$ cat src/rtl/interrupt_sequencer_if.sv
`default_nettype none
// ============================================================================
//  Module      : interrupt_sequencer_if
//  Description : Request, decoder and control bundle between the CPU control
//                logic and the interrupt sequencer.
//  Revision    : 1.0  initial release
// ============================================================================
interface interrupt_sequencer_if;
    logic       resetReq;
    logic       nmiReq;
    logic       irqReq;
    logic       iFlag;
    logic       getInstruction;
    logic [5:0] decodedInstruction;
    logic [3:0] decodedAddress;
    logic [5:0] instructionOut;
    logic [3:0] addressOut;
    logic       interruptActive;
    logic [1:0] vectorSel;
    logic       suppressWrite;
    logic       nmiAck;
    logic [2:0] cycleCount;
    logic       serviceError;

    // Control logic side: raises requests, consumes the sequenced outputs
    modport master (
        output resetReq, nmiReq, irqReq, iFlag, getInstruction,
        output decodedInstruction, decodedAddress,
        input  instructionOut, addressOut, interruptActive, vectorSel,
        input  suppressWrite, nmiAck, cycleCount, serviceError
    );

    // Sequencer side
    modport slave (
        input  resetReq, nmiReq, irqReq, iFlag, getInstruction,
        input  decodedInstruction, decodedAddress,
        output instructionOut, addressOut, interruptActive, vectorSel,
        output suppressWrite, nmiAck, cycleCount, serviceError
    );
endinterface
`default_nettype wire

$ cat src/rtl/interrupt_sequencer.sv
`default_nettype none
// ============================================================================
//  Module      : interrupt_sequencer
//  Description : Arbitrates RESET/NMI/IRQ, substitutes the forced interrupt
//                instruction at instruction boundaries and drives vector
//                select / write suppression during interrupt entry.
//  Revision    : 1.0  initial release
// ============================================================================
module interrupt_sequencer #(
    parameter logic [5:0] INT_INSTR  = 6'd56,
    parameter logic [3:0] INT_ADDR   = 4'd0,
    parameter int         MAX_CYCLES = 8
) (
    input  wire logic           clk,
    input  wire logic           rst,
    interrupt_sequencer_if.slave bus
);

    localparam int WD_W = $clog2(MAX_CYCLES + 1);

    localparam logic [0:0] S_IDLE    = 1'b0;
    localparam logic [0:0] S_SERVICE = 1'b1;

    // Source encoding doubles as the vector select encoding
    localparam logic [1:0] SRC_NONE  = 2'b00;
    localparam logic [1:0] SRC_NMI   = 2'b01;
    localparam logic [1:0] SRC_RESET = 2'b10;
    localparam logic [1:0] SRC_IRQ   = 2'b11;

    localparam logic [2:0] CNT_SAT   = 3'd7;

    logic [0:0]      state_q,         state_d;
    logic [1:0]      src_q,           src_d;
    logic            reset_pending_q, reset_pending_d;
    logic            nmi_pending_q,   nmi_pending_d;
    logic            nmi_prev_q,      nmi_prev_d;
    logic            nmi_ack_q,       nmi_ack_d;
    logic [2:0]      cycle_count_q,   cycle_count_d;
    logic [WD_W-1:0] wd_count_q,      wd_count_d;
    logic            service_error_q, service_error_d;

    logic            w_irq_eligible;
    logic            w_nmi_edge;
    logic            w_source_present;
    logic [1:0]      w_win_src;
    logic            w_accept;
    logic [WD_W-1:0] w_wd_next;

    // Arbitration: current sources and the winner by RESET > NMI > IRQ
    always_comb begin
        w_irq_eligible   = bus.irqReq & ~bus.iFlag;
        w_nmi_edge       = bus.nmiReq & ~nmi_prev_q;
        w_source_present = reset_pending_q | nmi_pending_q | w_irq_eligible;
        if (reset_pending_q) begin
            w_win_src = SRC_RESET;
        end else if (nmi_pending_q) begin
            w_win_src = SRC_NMI;
        end else if (w_irq_eligible) begin
            w_win_src = SRC_IRQ;
        end else begin
            w_win_src = SRC_NONE;
        end
        w_accept  = bus.getInstruction & w_source_present;
        w_wd_next = wd_count_q + 1'b1;
    end

    // Pending-source bookkeeping; a fresh NMI edge beats a same-cycle clear
    always_comb begin
        reset_pending_d = bus.resetReq
                        | (reset_pending_q & ~(w_accept && (w_win_src == SRC_RESET)));
        nmi_pending_d   = w_nmi_edge
                        | (nmi_pending_q & ~(w_accept && (w_win_src == SRC_NMI)));
        nmi_ack_d       = w_accept && (w_win_src == SRC_NMI);
        nmi_prev_d      = bus.nmiReq;
    end

    // Next-state logic: entry, back-to-back relatch, exit and watchdog
    always_comb begin
        state_d         = state_q;
        src_d           = src_q;
        cycle_count_d   = cycle_count_q;
        wd_count_d      = wd_count_q;
        service_error_d = service_error_q;
        case (state_q)
            S_IDLE: begin
                if (w_accept) begin
                    state_d       = S_SERVICE;
                    src_d         = w_win_src;
                    cycle_count_d = 3'd0;
                    wd_count_d    = '0;
                end
            end
            S_SERVICE: begin
                if (bus.getInstruction) begin
                    if (w_source_present) begin
                        // Forced instruction ended with another source waiting
                        state_d       = S_SERVICE;
                        src_d         = w_win_src;
                        cycle_count_d = 3'd0;
                        wd_count_d    = '0;
                    end else begin
                        state_d       = S_IDLE;
                        src_d         = SRC_NONE;
                        cycle_count_d = 3'd0;
                        wd_count_d    = '0;
                    end
                end else if (w_wd_next >= WD_W'(MAX_CYCLES)) begin
                    // Sequence never reached its boundary: abandon it
                    service_error_d = 1'b1;
                    state_d         = S_IDLE;
                    src_d           = SRC_NONE;
                    cycle_count_d   = 3'd0;
                    wd_count_d      = '0;
                end else begin
                    wd_count_d = w_wd_next;
                    if (cycle_count_q != CNT_SAT) begin
                        cycle_count_d = cycle_count_q + 3'd1;
                    end
                end
            end
            default: begin
                state_d       = S_IDLE;
                src_d         = SRC_NONE;
                cycle_count_d = 3'd0;
                wd_count_d    = '0;
            end
        endcase
    end

    // State register; reset arms a RESET sequence and ignores a held NMI line
    always_ff @(posedge clk) begin
        if (rst) begin
            state_q         <= S_IDLE;
            src_q           <= SRC_NONE;
            reset_pending_q <= 1'b1;
            nmi_pending_q   <= 1'b0;
            nmi_prev_q      <= 1'b1;
            nmi_ack_q       <= 1'b0;
            cycle_count_q   <= 3'd0;
            wd_count_q      <= '0;
            service_error_q <= 1'b0;
        end else begin
            state_q         <= state_d;
            src_q           <= src_d;
            reset_pending_q <= reset_pending_d;
            nmi_pending_q   <= nmi_pending_d;
            nmi_prev_q      <= nmi_prev_d;
            nmi_ack_q       <= nmi_ack_d;
            cycle_count_q   <= cycle_count_d;
            wd_count_q      <= wd_count_d;
            service_error_q <= service_error_d;
        end
    end

    // Outputs: zero-latency substitution plus flop-derived status
    always_comb begin
        if (w_accept) begin
            bus.instructionOut = INT_INSTR;
            bus.addressOut     = INT_ADDR;
        end else begin
            bus.instructionOut = bus.decodedInstruction;
            bus.addressOut     = bus.decodedAddress;
        end
        bus.interruptActive = (state_q == S_SERVICE);
        bus.vectorSel       = (state_q == S_SERVICE) ? src_q : SRC_NONE;
        bus.suppressWrite   = (state_q == S_SERVICE) && (src_q == SRC_RESET);
        bus.nmiAck          = nmi_ack_q;
        bus.cycleCount      = cycle_count_q;
        bus.serviceError    = service_error_q;
    end

endmodule
`default_nettype wire
$ cat src/flat_wrapper.sv
// flat-port wrapper written by rule: the top's interface ports become plain ports
module interrupt_sequencer_flat 
#(
    parameter logic [5:0] INT_INSTR  = 6'd56,
    parameter logic [3:0] INT_ADDR   = 4'd0,
    parameter int         MAX_CYCLES = 8
)
  (clk, rst, bus_resetReq, bus_nmiReq, bus_irqReq, bus_iFlag, bus_getInstruction, bus_decodedInstruction, bus_decodedAddress, bus_instructionOut, bus_addressOut, bus_interruptActive, bus_vectorSel, bus_suppressWrite, bus_nmiAck, bus_cycleCount, bus_serviceError);
  interrupt_sequencer_if bus_i ();
  input  wire logic clk;
  input  wire logic rst;
  input wire logic [$bits(bus_i.resetReq)-1:0] bus_resetReq;
  input wire logic [$bits(bus_i.nmiReq)-1:0] bus_nmiReq;
  input wire logic [$bits(bus_i.irqReq)-1:0] bus_irqReq;
  input wire logic [$bits(bus_i.iFlag)-1:0] bus_iFlag;
  input wire logic [$bits(bus_i.getInstruction)-1:0] bus_getInstruction;
  input wire logic [$bits(bus_i.decodedInstruction)-1:0] bus_decodedInstruction;
  input wire logic [$bits(bus_i.decodedAddress)-1:0] bus_decodedAddress;
  output wire logic [$bits(bus_i.instructionOut)-1:0] bus_instructionOut;
  output wire logic [$bits(bus_i.addressOut)-1:0] bus_addressOut;
  output wire logic [$bits(bus_i.interruptActive)-1:0] bus_interruptActive;
  output wire logic [$bits(bus_i.vectorSel)-1:0] bus_vectorSel;
  output wire logic [$bits(bus_i.suppressWrite)-1:0] bus_suppressWrite;
  output wire logic [$bits(bus_i.nmiAck)-1:0] bus_nmiAck;
  output wire logic [$bits(bus_i.cycleCount)-1:0] bus_cycleCount;
  output wire logic [$bits(bus_i.serviceError)-1:0] bus_serviceError;
  assign bus_i.resetReq = bus_resetReq;
  assign bus_i.nmiReq = bus_nmiReq;
  assign bus_i.irqReq = bus_irqReq;
  assign bus_i.iFlag = bus_iFlag;
  assign bus_i.getInstruction = bus_getInstruction;
  assign bus_i.decodedInstruction = bus_decodedInstruction;
  assign bus_i.decodedAddress = bus_decodedAddress;
  assign bus_instructionOut = bus_i.instructionOut;
  assign bus_addressOut = bus_i.addressOut;
  assign bus_interruptActive = bus_i.interruptActive;
  assign bus_vectorSel = bus_i.vectorSel;
  assign bus_suppressWrite = bus_i.suppressWrite;
  assign bus_nmiAck = bus_i.nmiAck;
  assign bus_cycleCount = bus_i.cycleCount;
  assign bus_serviceError = bus_i.serviceError;
  interrupt_sequencer #(.INT_INSTR(INT_INSTR), .INT_ADDR(INT_ADDR), .MAX_CYCLES(MAX_CYCLES)) u_core (.clk(clk), .rst(rst), .bus(bus_i));
endmodule
$ cat config.mk
export PLATFORM = sky130hd
export DESIGN_NAME = interrupt_sequencer_flat
export DESIGN_NICKNAME = d
export VERILOG_FILES = /design/src/rtl/interrupt_sequencer_if.sv /design/src/rtl/interrupt_sequencer.sv /design/src/flat_wrapper.sv
export SDC_FILE = /design/constraint.sdc
export NUM_CORES = 1
export LEC_CHECK = 0
export ABC_AREA = 1
export BUFFER_PORTS_ARGS = -buffer_cell sky130_fd_sc_hd__buf_2
export CAP_MARGIN = 20
export CELL_PAD_IN_SITES_DETAIL_PLACEMENT = 1
export CELL_PAD_IN_SITES_GLOBAL_PLACEMENT = 1
export CORE_MARGIN = 10
export CORE_UTILIZATION = 30
export DETAILED_ROUTE_END_ITERATION = 10
export PLACE_DENSITY_LB_ADDON = 0.2
export SETUP_SLACK_MARGIN = 0.15
export SYNTH_ARGS = -nofsm -noshare
export SYNTH_HDL_FRONTEND = slang
export SYNTH_SLANG_ARGS = --single-unit
$ cat constraint.sdc
create_clock -name clk -period 1.3 [get_ports clk]
set_input_delay 0.26 -clock clk [delete_from_list [all_inputs] [get_ports clk]]
set_output_delay 0.26 -clock clk [all_outputs]
set_load 0.01 [all_outputs]
==> results of run 1 <==
## per-stage QoR
| stage | TNS, ns | hold WS [ns] | power [W] |
|---|---|---|---|
| 2_1_floorplan | 0 | 0.3559 | 0.0006037 |
| 3_3_place_gp | -0.03602 | 0.4334 | 0.0006859 |
| 3_5_place_dp | -0.1003 | 0.4376 | 0.0006922 |
| 4_1_cts | -2.415 | 0.1674 | 0.0009991 |
| 5_1_grt | -3.303 | 0.1944 | 0.001113 |
| 6_report | -2.303 | 0.1623 | 0.001057 |
## layout make-up
type | count | area (sq um) | area share (%)
inverters | 23 | 88.84 | 6.686
flip-flops and latches | 15 | 316.6 | 23.82
well taps | 30 | 37.54 | 2.825
multi-input cells | 70 | 501.7 | 37.76
clock buffers | 4 | 26.28 | 1.977
repair buffers | 50 | 357.8 | 26.93
## how the worst max path moves through the flow
stage / from / endpoint / slack [ns] / cells past startpoint
floorplan: u_core.reset_pending_q / bus_instructionOut[3] / 0.08 / 6
global placement: bus_irqReq / bus_instructionOut[5] / -0.04 / 7
detailed placement: bus_iFlag / bus_instructionOut[5] / -0.06 / 8
CTS: u_core.nmi_pending_q / bus_instructionOut[5] / -0.26 / 6
global route: u_core.reset_pending_q / bus_addressOut[0] / -0.34 / 7
finish: u_core.reset_pending_q / bus_instructionOut[5] / -0.26 / 6
## cells in the final DEF (no fill, tap or decap), drive strengths merged
| cell type | instances |
|---|---|
| nand2 | 23 |
| nor3 | 3 |
| xor2 | 1 |
| buf | 50 |
| dfxtp | 15 |
| clkbuf | 4 |
| or2 | 3 |
| nand4 | 3 |
| a21oi | 8 |
| inv | 23 |
| o32ai | 1 |
| ha | 3 |
| o21ai | 2 |
| nor2 | 14 |
| nand3 | 8 |
| o21a | 1 |
## metal layers
layer | vias up | GRT usage [%]
met5 | - | 0
met4 | 0 | 5.806
met3 | 4 | 3.068
met2 | 22 | 18.10
met1 | 414 | 10.75
li1 | 444 | -
## kinds of logic (layout without fill, tap and decap cells)
logic type | after synthesis | count (layout) | synth area share [%]
compound gates | 12 | 12 | 8.563
simple gates | 54 | 54 | 33.44
buf+inv | 25 | 77 | 13.25
fa+ha+maj | 3 | 3 | 4.847
flops | 15 | 15 | 38.77
xor+xnor | 1 | 1 | 1.131
## where the power goes
group          switching [W]  internal [W]
Clock               0.000157      0.000119
Combinational       0.000149      0.000142
Sequential         0.0000146      0.000475
Total               0.000321      0.000736
## state kept, by name (all words and copies together) (netlist names)
name,flops
u_core.reset_pending_q,1
u_core.nmi_pending_q,1
u_core.nmi_prev_q,1
u_core.bus.cycleCount,3
u_core.bus.serviceError,1
u_core.src_q,2
u_core.bus.nmiAck,1
u_core.wd_count_q,4
u_core.bus.interruptActive,1
## critical path, cell delays in order (launching register included)
cell and delay, ns:
dfxtp_2 0.33, nor2_2 0.09, nand2_1 0.07, nand2_2 0.10
inv_4 0.06, or2_4 0.23, buf_6 0.12
## what timing repair did
item	in CTS	in global routing
buffers inserted	4	5
endpoints found under the setup margin	19	23
hold buffers	0	0
hold endpoints to repair	0	0
resized for setup	16	43
pin swaps	6	16
==> metrics, run 1 <==
GPL Wtd Cong=0.7183; Ys Warns=0; post-DP HPWL=1.962 mm; vias in the first global route=923; Area after DPL=0.001022 sq mm; Endpoint, Worst Hold=u_core.reset_pending_q; CP endpoint kind=primary output; sequential element share of the synthesized area=38.77%; dpl cells=179; WS Path Type=reg2out; CTS root buf=clkbuf_4; Worst EP required=1.04 ns; Synth area leaders=dfxtp_1 39%, inv_1 11%, nand2_1 8.7%; Fmax=~640 MHz; RSZ-0062 raised after global routing=true; Met1 Wirelength=1.133 mm; Starting Density=31.26%; P per Cell Area=795.7 mW/mm^2; row cnt=18; max_cap viols=0; Worst R2R End=u_core.bus.cycleCount[1]; ratio of cells with drive above 1 in the final layout=around 60%; layout net count=183; Worst Hold Depth=3; HP Class=in2reg; first-pass GRT wire length=4.284 mm; prevailing post-synth register cell=dfxtp_1; Util after Layout=between 50 and 60%; Relative slew margins=75.83%; reg2reg start=u_core.reset_pending_q; Routed WL=2.819 mm; metal3 WL=120 microns; Reg clk slew, reported paths=approximately 0.090 ns; worst path arrival time=around 1.3 ns; post-synthesis net count=130; final hold vios=0; DR WL/cell=14.68 microns; antenna-violating nets left=0; CTS tree=built; via count=884; fin crit period=1.560 ns; Max Root-Sink Buffers=2; Num CTS Buffers=3; ANT cells=0; final worst slack=-0.2605 ns; # setup viols final=10; grt total ovfl=0; R2R cell count=9; DRC=0; maximum vdd drop=558.3 uV; routed length on met2=1.532 mm; All-Layer GR Usage=10.35%; CP Max Fanout=7; Lkg Pwr=0.6624 nW; maximum number of pins on one net before global-route repair=11; HP Start=bus_resetReq; Iteration-0 DRC Markers=25; H-tree Lvls=1; fin. max-slew vios=0; commonest cells in the netlist=23 x inv_1, 18 x nand2_1, 15 x dfxtp_1; cell area after layout=about 0.0013 sq mm; Post-Place Setup Slack=-0.05967 ns; Total Die Area=about 0.0050 sq mm; worst-skew pair later-pin latency=0.29 ns; synthesized area per cell=approximately 7.0 sq um; number of vias per cell=4.604; Core Region=0.002477 sq mm; initial antenna violation count=0; cell area after synthesis=774.5 sq um; async set or reset register ratio after synthesis=0%; number of buffers added on ports=35; failing checks=negative setup slack; Reg2Reg Setup Slack=0 ns; number of clock sinks=15; Worst Setup Start Kind=flip-flop; top-count cell post-synth=inv_1; drt pass-1 iters=4; FF+latch count, synth=15; IO Count=36; Post-Synthesis Cells=110; Finished Layout Cells=~190; die width=70.81 microns; Least-Margin Pin Slew=0.3621 ns; Unique masters post-synth=20; fillers=approximately 330; status=finished, violations left; number of flops mapped to enable cells by yosys=0; overall die height=70.81 microns; Yosys top cell by area=dfxtp_1; Yosys top cell area share=roughly two fifths; highest routed layer=met4; Final period util=120.0%; area added between synthesis and finish=71.57%; skew final=0.0009716 ns
(Power assumes the default switching activity.)
==> run 2: changes to the inputs <==
- RECOVER_POWER: not set -> 50
==> run 2 against run 1 <==
Against the previous run:
- the run still ends with negative setup slack left
- critical path type unchanged
- clock power barely moved
- sequential share of layout area barely moved
- sequential power barely moved
- register-to-register slack barely moved
- maximum frequency did not move
- clock skew did not move
- sequential cell count did not move
==> metrics, run 2 (synthesis gave the netlist of run 1 again) <==
# setup viols final=11; number of buffers added on ports=35; R2R cell count=9; final hold vios=0; WS Path Type=reg2out; Starting Density=31.26%; GPL Wtd Cong=0.7183; overall die height=roughly 71 microns; CP Max Fanout=7; Relative slew margins=59.59%; via count=884; CP endpoint kind=primary output; worst path arrival time=1.30 ns; reg2reg start=u_core.reset_pending_q; number of vias per cell=4.604; number of clock sinks=15; most frequent cells in the layout=27 x buf_2, 19 x inv_1, 14 x buf_6; vias in the first global route=about 900; drt pass-1 iters=4; Post-Place Setup Slack=-0.05967 ns; ratio of cells with drive above 1 in the final layout=59.26%; antenna-violating nets left=0; RSZ-0062 raised after global routing=true; Reg clk slew, reported paths=0.09 ns; IO Count=36; maximum number of pins on one net before global-route repair=11; Lkg Pwr=0.6596 nW; fin. max-slew vios=0; final worst slack=-0.2605 ns; P per Cell Area=796.1 mW/mm^2; Critical path buffers and inverters=2; layout net count=between 150 and 200; Worst R2R End=u_core.bus.cycleCount[1]; grt total ovfl=0; Routed WL=about 2.8 mm; Fmax=640.8 MHz; Core Region=0.002477 sq mm; ANT cells=0; max FFs per register=4; CP Capture Point=bus_instructionOut[5]; critical path's top delay family=simple AND/OR/NAND/NOR gates; Least-Margin Pin Slew=0.6062 ns; Iteration-0 DRC Markers=25; CP max stage delay=about 0.33 ns; Finished Layout Cells=~190; WHS=0.1623 ns; post-DP HPWL=1.962 mm; max_cap viols=0; Worst EP required=1.04 ns; fin crit period=1.560 ns; Total Die Area=0.005014 sq mm; CP startpoint=u_core.reset_pending_q; CP max-delay cell=dfxtp_2; die width=70.81 microns; worst-skew pair later-pin latency=approximately 0.29 ns; All-Layer GR Usage=between 10 and 15%; row cnt=18; Reg2Reg Setup Slack=-0.01 ns; leading cell type in the layout, fill and taps excluded=buf_2; Reg with most FFs=u_core.wd_count_q; skew final=0.0009716 ns; Max Root-Sink Buffers=2; HP Class=in2reg; H-tree Lvls=1; Worst Setup Start Kind=flip-flop; Crit path depth=6; cell chain of the critical path=nor2_2, nand2_1, nand2_2, inv_4, or2_4, buf_6; initial antenna violation count=0; DRC=0; dpl cells=179; failing checks=negative setup slack; CTS root buf=clkbuf_4; DR WL/cell=14.69 microns; setup_tns=-2.309 ns; maximum vdd drop=558.2 uV; Num CTS Buffers=3; status=finished, violations left; first-pass GRT wire length=4.284 mm; Final period util=120.0%; area added between synthesis and finish=71.41%; CTS tree=built
==> run 2: cell count changes in the layout (fill, tap and decap cells not counted), sizes merged <==
cell and change:
clkbuf +1, buf -1
==> run 2: layout make-up <==
cell class	count	area, sq um
Multi-Input combinational cell	70	501.7
Sequential cell	15	316.6
Tap cell	30	37.54
Timing Repair Buffer	50	356.6
Inverter	23	88.84
Clock buffer	4	26.28
Fill cell	328	1150
==> run 2: worst reg2reg max path: stages, from the launching register on <==
cell,delay (ns)
dfxtp_2,0.33
nor2_2,0.09
nand2_1,0.07
nand2_2,0.10
buf_4,0.12
buf_6,0.11
nand2_8,0.08
nand2_8,0.12
nand3_2,0.08
a21oi_2,0.13
==> run 2: how the worst min path moves through the flow <==
stage	start	to	slack, ns	cells past startpoint
final	bus_resetReq	u_core.reset_pending_q	0.16	3
after global routing	bus_resetReq	u_core.reset_pending_q	0.19	3
after CTS	bus_resetReq	u_core.reset_pending_q	0.17	3
after detailed placement	u_core.bus.serviceError	u_core.bus.serviceError	0.44	2
after global placement	u_core.nmi_prev_q	u_core.nmi_pending_q	0.43	1
after floorplan	bus_nmiReq	u_core.nmi_prev_q	0.36	2
==> run 2: what timing repair did <==
action                     in CTS  in global routing
cloned                          0                  0
gates resized for setup        16                 43
setup buffers                   4                  5
hold buffers                    0                  0
setup endpoints to repair      19                 23
pin swaps                       6                 16
==> run 2: report_power, final <==
| part | internal, W | switching (W) |
|---|---|---|
| Clock | 0.000119 | 0.000157 |
| Combinational | 0.000141 | 0.000149 |
| Sequential | 0.000475 | 0.0000146 |
==> run 2: per-layer routing <==
layer	GRT usage, %	vias up	wire (microns)
met3	3.068	4	120
met2	18.10	22	1532
met4	5.806	0	32
li1	-	444	-
met5	0	-	0
met1	10.75	414	1135
==> run 2: metrics by stage <==
step | total power [W] | instance area [sq um] | util [%]
3_5_place_dp | 0.0006922 | 1022 | 41.26
4_1_cts | 0.0009991 | 1129 | 45.56
2_1_floorplan | 0.0006037 | 780.7 | -
6_report | 0.001057 | 1328 | 53.59
3_3_place_gp | 0.0006859 | 1022 | 41.26
5_1_grt | 0.001113 | 1328 | 53.59
==> run 3: changes to the inputs <==
==> constraint.sdc (replaced) <==
create_clock -name clk -period 1.3 [get_ports clk]
set_input_delay 0.065 -clock clk [delete_from_list [all_inputs] [get_ports clk]]
set_output_delay 0.065 -clock clk [all_outputs]
set_load 0.01 [all_outputs]
==> run 3 against run 2 <==
Against the previous run:
- the run still ends with negative setup slack left
- core utilization shrank 3.0 points
- clock-buffer cell count shrank 1
- sequential power is essentially flat
- maximum frequency grew 17%
- register-to-register slack gained 0.03 ns
- highest routed layer unchanged
==> metrics, run 3 (synthesis gave the netlist of run 1 again) <==
Fmax=747.4 MHz; via count=874; CTS tree=built; Gate power share=25.5%; HP Class=in2reg; layout net count=179; failing checks=negative setup slack; GPL Wtd Cong=approximately 0.79; ratio of cells with drive above 1 in the final layout=48.10%; overall die height=70.81 microns; final hold vios=0; Reg2Reg Setup Slack=~0.02 ns; All-Layer GR Usage=9.744%; CP max-delay cell=dfxtp_2; post-DP HPWL=1.882 mm; worst-skew pair later-pin latency=0.29 ns; Num CTS Buffers=3; RSZ-0062 raised after global routing=true; number of clock sinks=15; H-tree Lvls=1; fin crit period=between 1 and 1.5 ns; most frequent cells in the layout=28 x buf_2, 21 x inv_1, 14 x nand2_1; Finished Layout Cells=188; # setup viols final=10; Critical path buffers and inverters=2; DR WL/cell=13.97 microns; max_cap viols=0; CTS root buf=clkbuf_4; reg2reg start=u_core.reset_pending_q; sequential group share of total power=47.5%; WS Path Type=reg2out; Iteration-0 DRC Markers=4; setup_tns=-0.2445 ns; Worst EP required=1.24 ns; maximum vdd drop=777.0 uV; cell area after layout=between 0.001 and 0.0015 sq mm; max FFs per register=4; worst path arrival time=1.27 ns; die width=70.81 microns; HP Start=bus_getInstruction; antenna-violating nets left=0; ANT cells=0; Reg clk slew, reported paths=approximately 0.090 ns; Total Die Area=0.005014 sq mm; area added between synthesis and finish=61.87%; Switch Pwr=0.0003243 W; Worst R2R End=u_core.bus.cycleCount[0]; Endpoint, Worst Hold=u_core.reset_pending_q; status=finished, violations left; WHS=~0.092 ns; Clock power frac=27.0%; initial antenna violation count=0; number of vias per cell=between 4 and 5; number of buffers added on ports=35; Max Root-Sink Buffers=2; Worst Setup Start Kind=flip-flop; Least-Margin Pin Slew=between 0.3 and 0.4 ns; R2R cell count=9; CP Max Fanout=5; fin. max-slew vios=0; IO Count=36; P per Cell Area=824.2 mW/mm^2; Int Power=0.0007090 W; leading cell type in the layout, fill and taps excluded=buf_2; critical path's top delay family=simple AND/OR/NAND/NOR gates; row cnt=18; grt total ovfl=0; maximum number of pins on one net before global-route repair=11; fillers=330; Sw Ratio=31.38%; Reg with most FFs=u_core.wd_count_q; Relative slew margins=79.36%; vias in the first global route=892; dpl cells=approximately 170; Area after DPL=~980 sq um; skew final=0.002981 ns; first-pass GRT wire length=4.057 mm; Final period util=102.9%; final worst slack=-0.03804 ns; Routed WL=2.626 mm; CP endpoint kind=primary output; drt pass-1 iters=5; Starting Density=~31%; Core Region=around 0.0025 sq mm; CP max stage delay=0.33 ns; cell chain of the critical path=nor2_1, nand2_1, nand2_2, inv_4, or2_1, buf_2; Worst Hold Depth=2; Lkg Pwr=0.6262 nW; DRC=0
run 3: cell count changes in the layout (fill, tap and decap cells not counted), sizes merged:
cell	before	now
dlygate4sd3	0	2
clkbuf	5	9
buf	49	38
clkinv	0	1
run 3: layer usage:
layer | GRT usage (%) | vias up | part of all wire (%)
li1 | - | 441 | -
met1 | 9.850 | 407 | 41
met2 | 17.41 | 22 | 52
met3 | 4.324 | 4 | 5.4
met4 | 3.226 | 0 | 1.3
met5 | 0 | - | 0
run 3: through the flow:
step	total power (W)	util [%]	setup WS, ns
after floorplan	0.0005996	-	0.1667
after global placement	0.0006685	39.49	0.1461
after detailed placement	0.0006739	39.49	0.1271
after CTS	0.001007	46.87	-0.04517
after global routing	0.001088	50.61	-0.1164
final	0.001033	50.61	-0.03804
run 3: layout make-up:
type,instances,area [sq um],share of cell area (%)
clock buffer,3,22.52,1.796
clock inverter,1,5.005,0.3992
inverter,23,88.84,7.086
sequential,15,305.3,24.35
tap,30,37.54,2.994
multi-input combinational,70,506.7,40.42
timing repair buffer,46,287.8,22.95
run 3: worst max-delay path by stage:
| stage | end | from | cells past startpoint |
|---|---|---|---|
| final | bus_instructionOut[3] | u_core.nmi_pending_q | 6 |
| after global routing | bus_instructionOut[3] | u_core.nmi_pending_q | 6 |
| after CTS | bus_instructionOut[1] | u_core.reset_pending_q | 7 |
| after detailed placement | u_core.bus.cycleCount[0] | u_core.bus.cycleCount[0] | 6 |
| after global placement | u_core.bus.cycleCount[0] | u_core.bus.cycleCount[0] | 6 |
| after floorplan | u_core.bus.cycleCount[0] | u_core.bus.cycleCount[0] | 6 |
run 3: power groups by stage:
stage / combinational [W] / clock (W) / sequential, W
2_1_floorplan: 0.000101 / 0 / 0.000499
3_3_place_gp: 0.000170 / 0 / 0.000499
3_5_place_dp: 0.000174 / 0 / 0.000500
4_1_cts: 0.000232 / 0.000285 / 0.000490
5_1_grt: 0.000290 / 0.000306 / 0.000493
6_report: 0.000264 / 0.000279 / 0.000491
run 3: repair_timing:
item / CTS / global route
pin swaps: 11 / 7
resized for setup: 25 / 21
hold buffers: 2 / 0
endpoints found under the setup margin: 13 / 21
buffers inserted: 5 / 3
endpoints found under the hold margin: 2 / 0
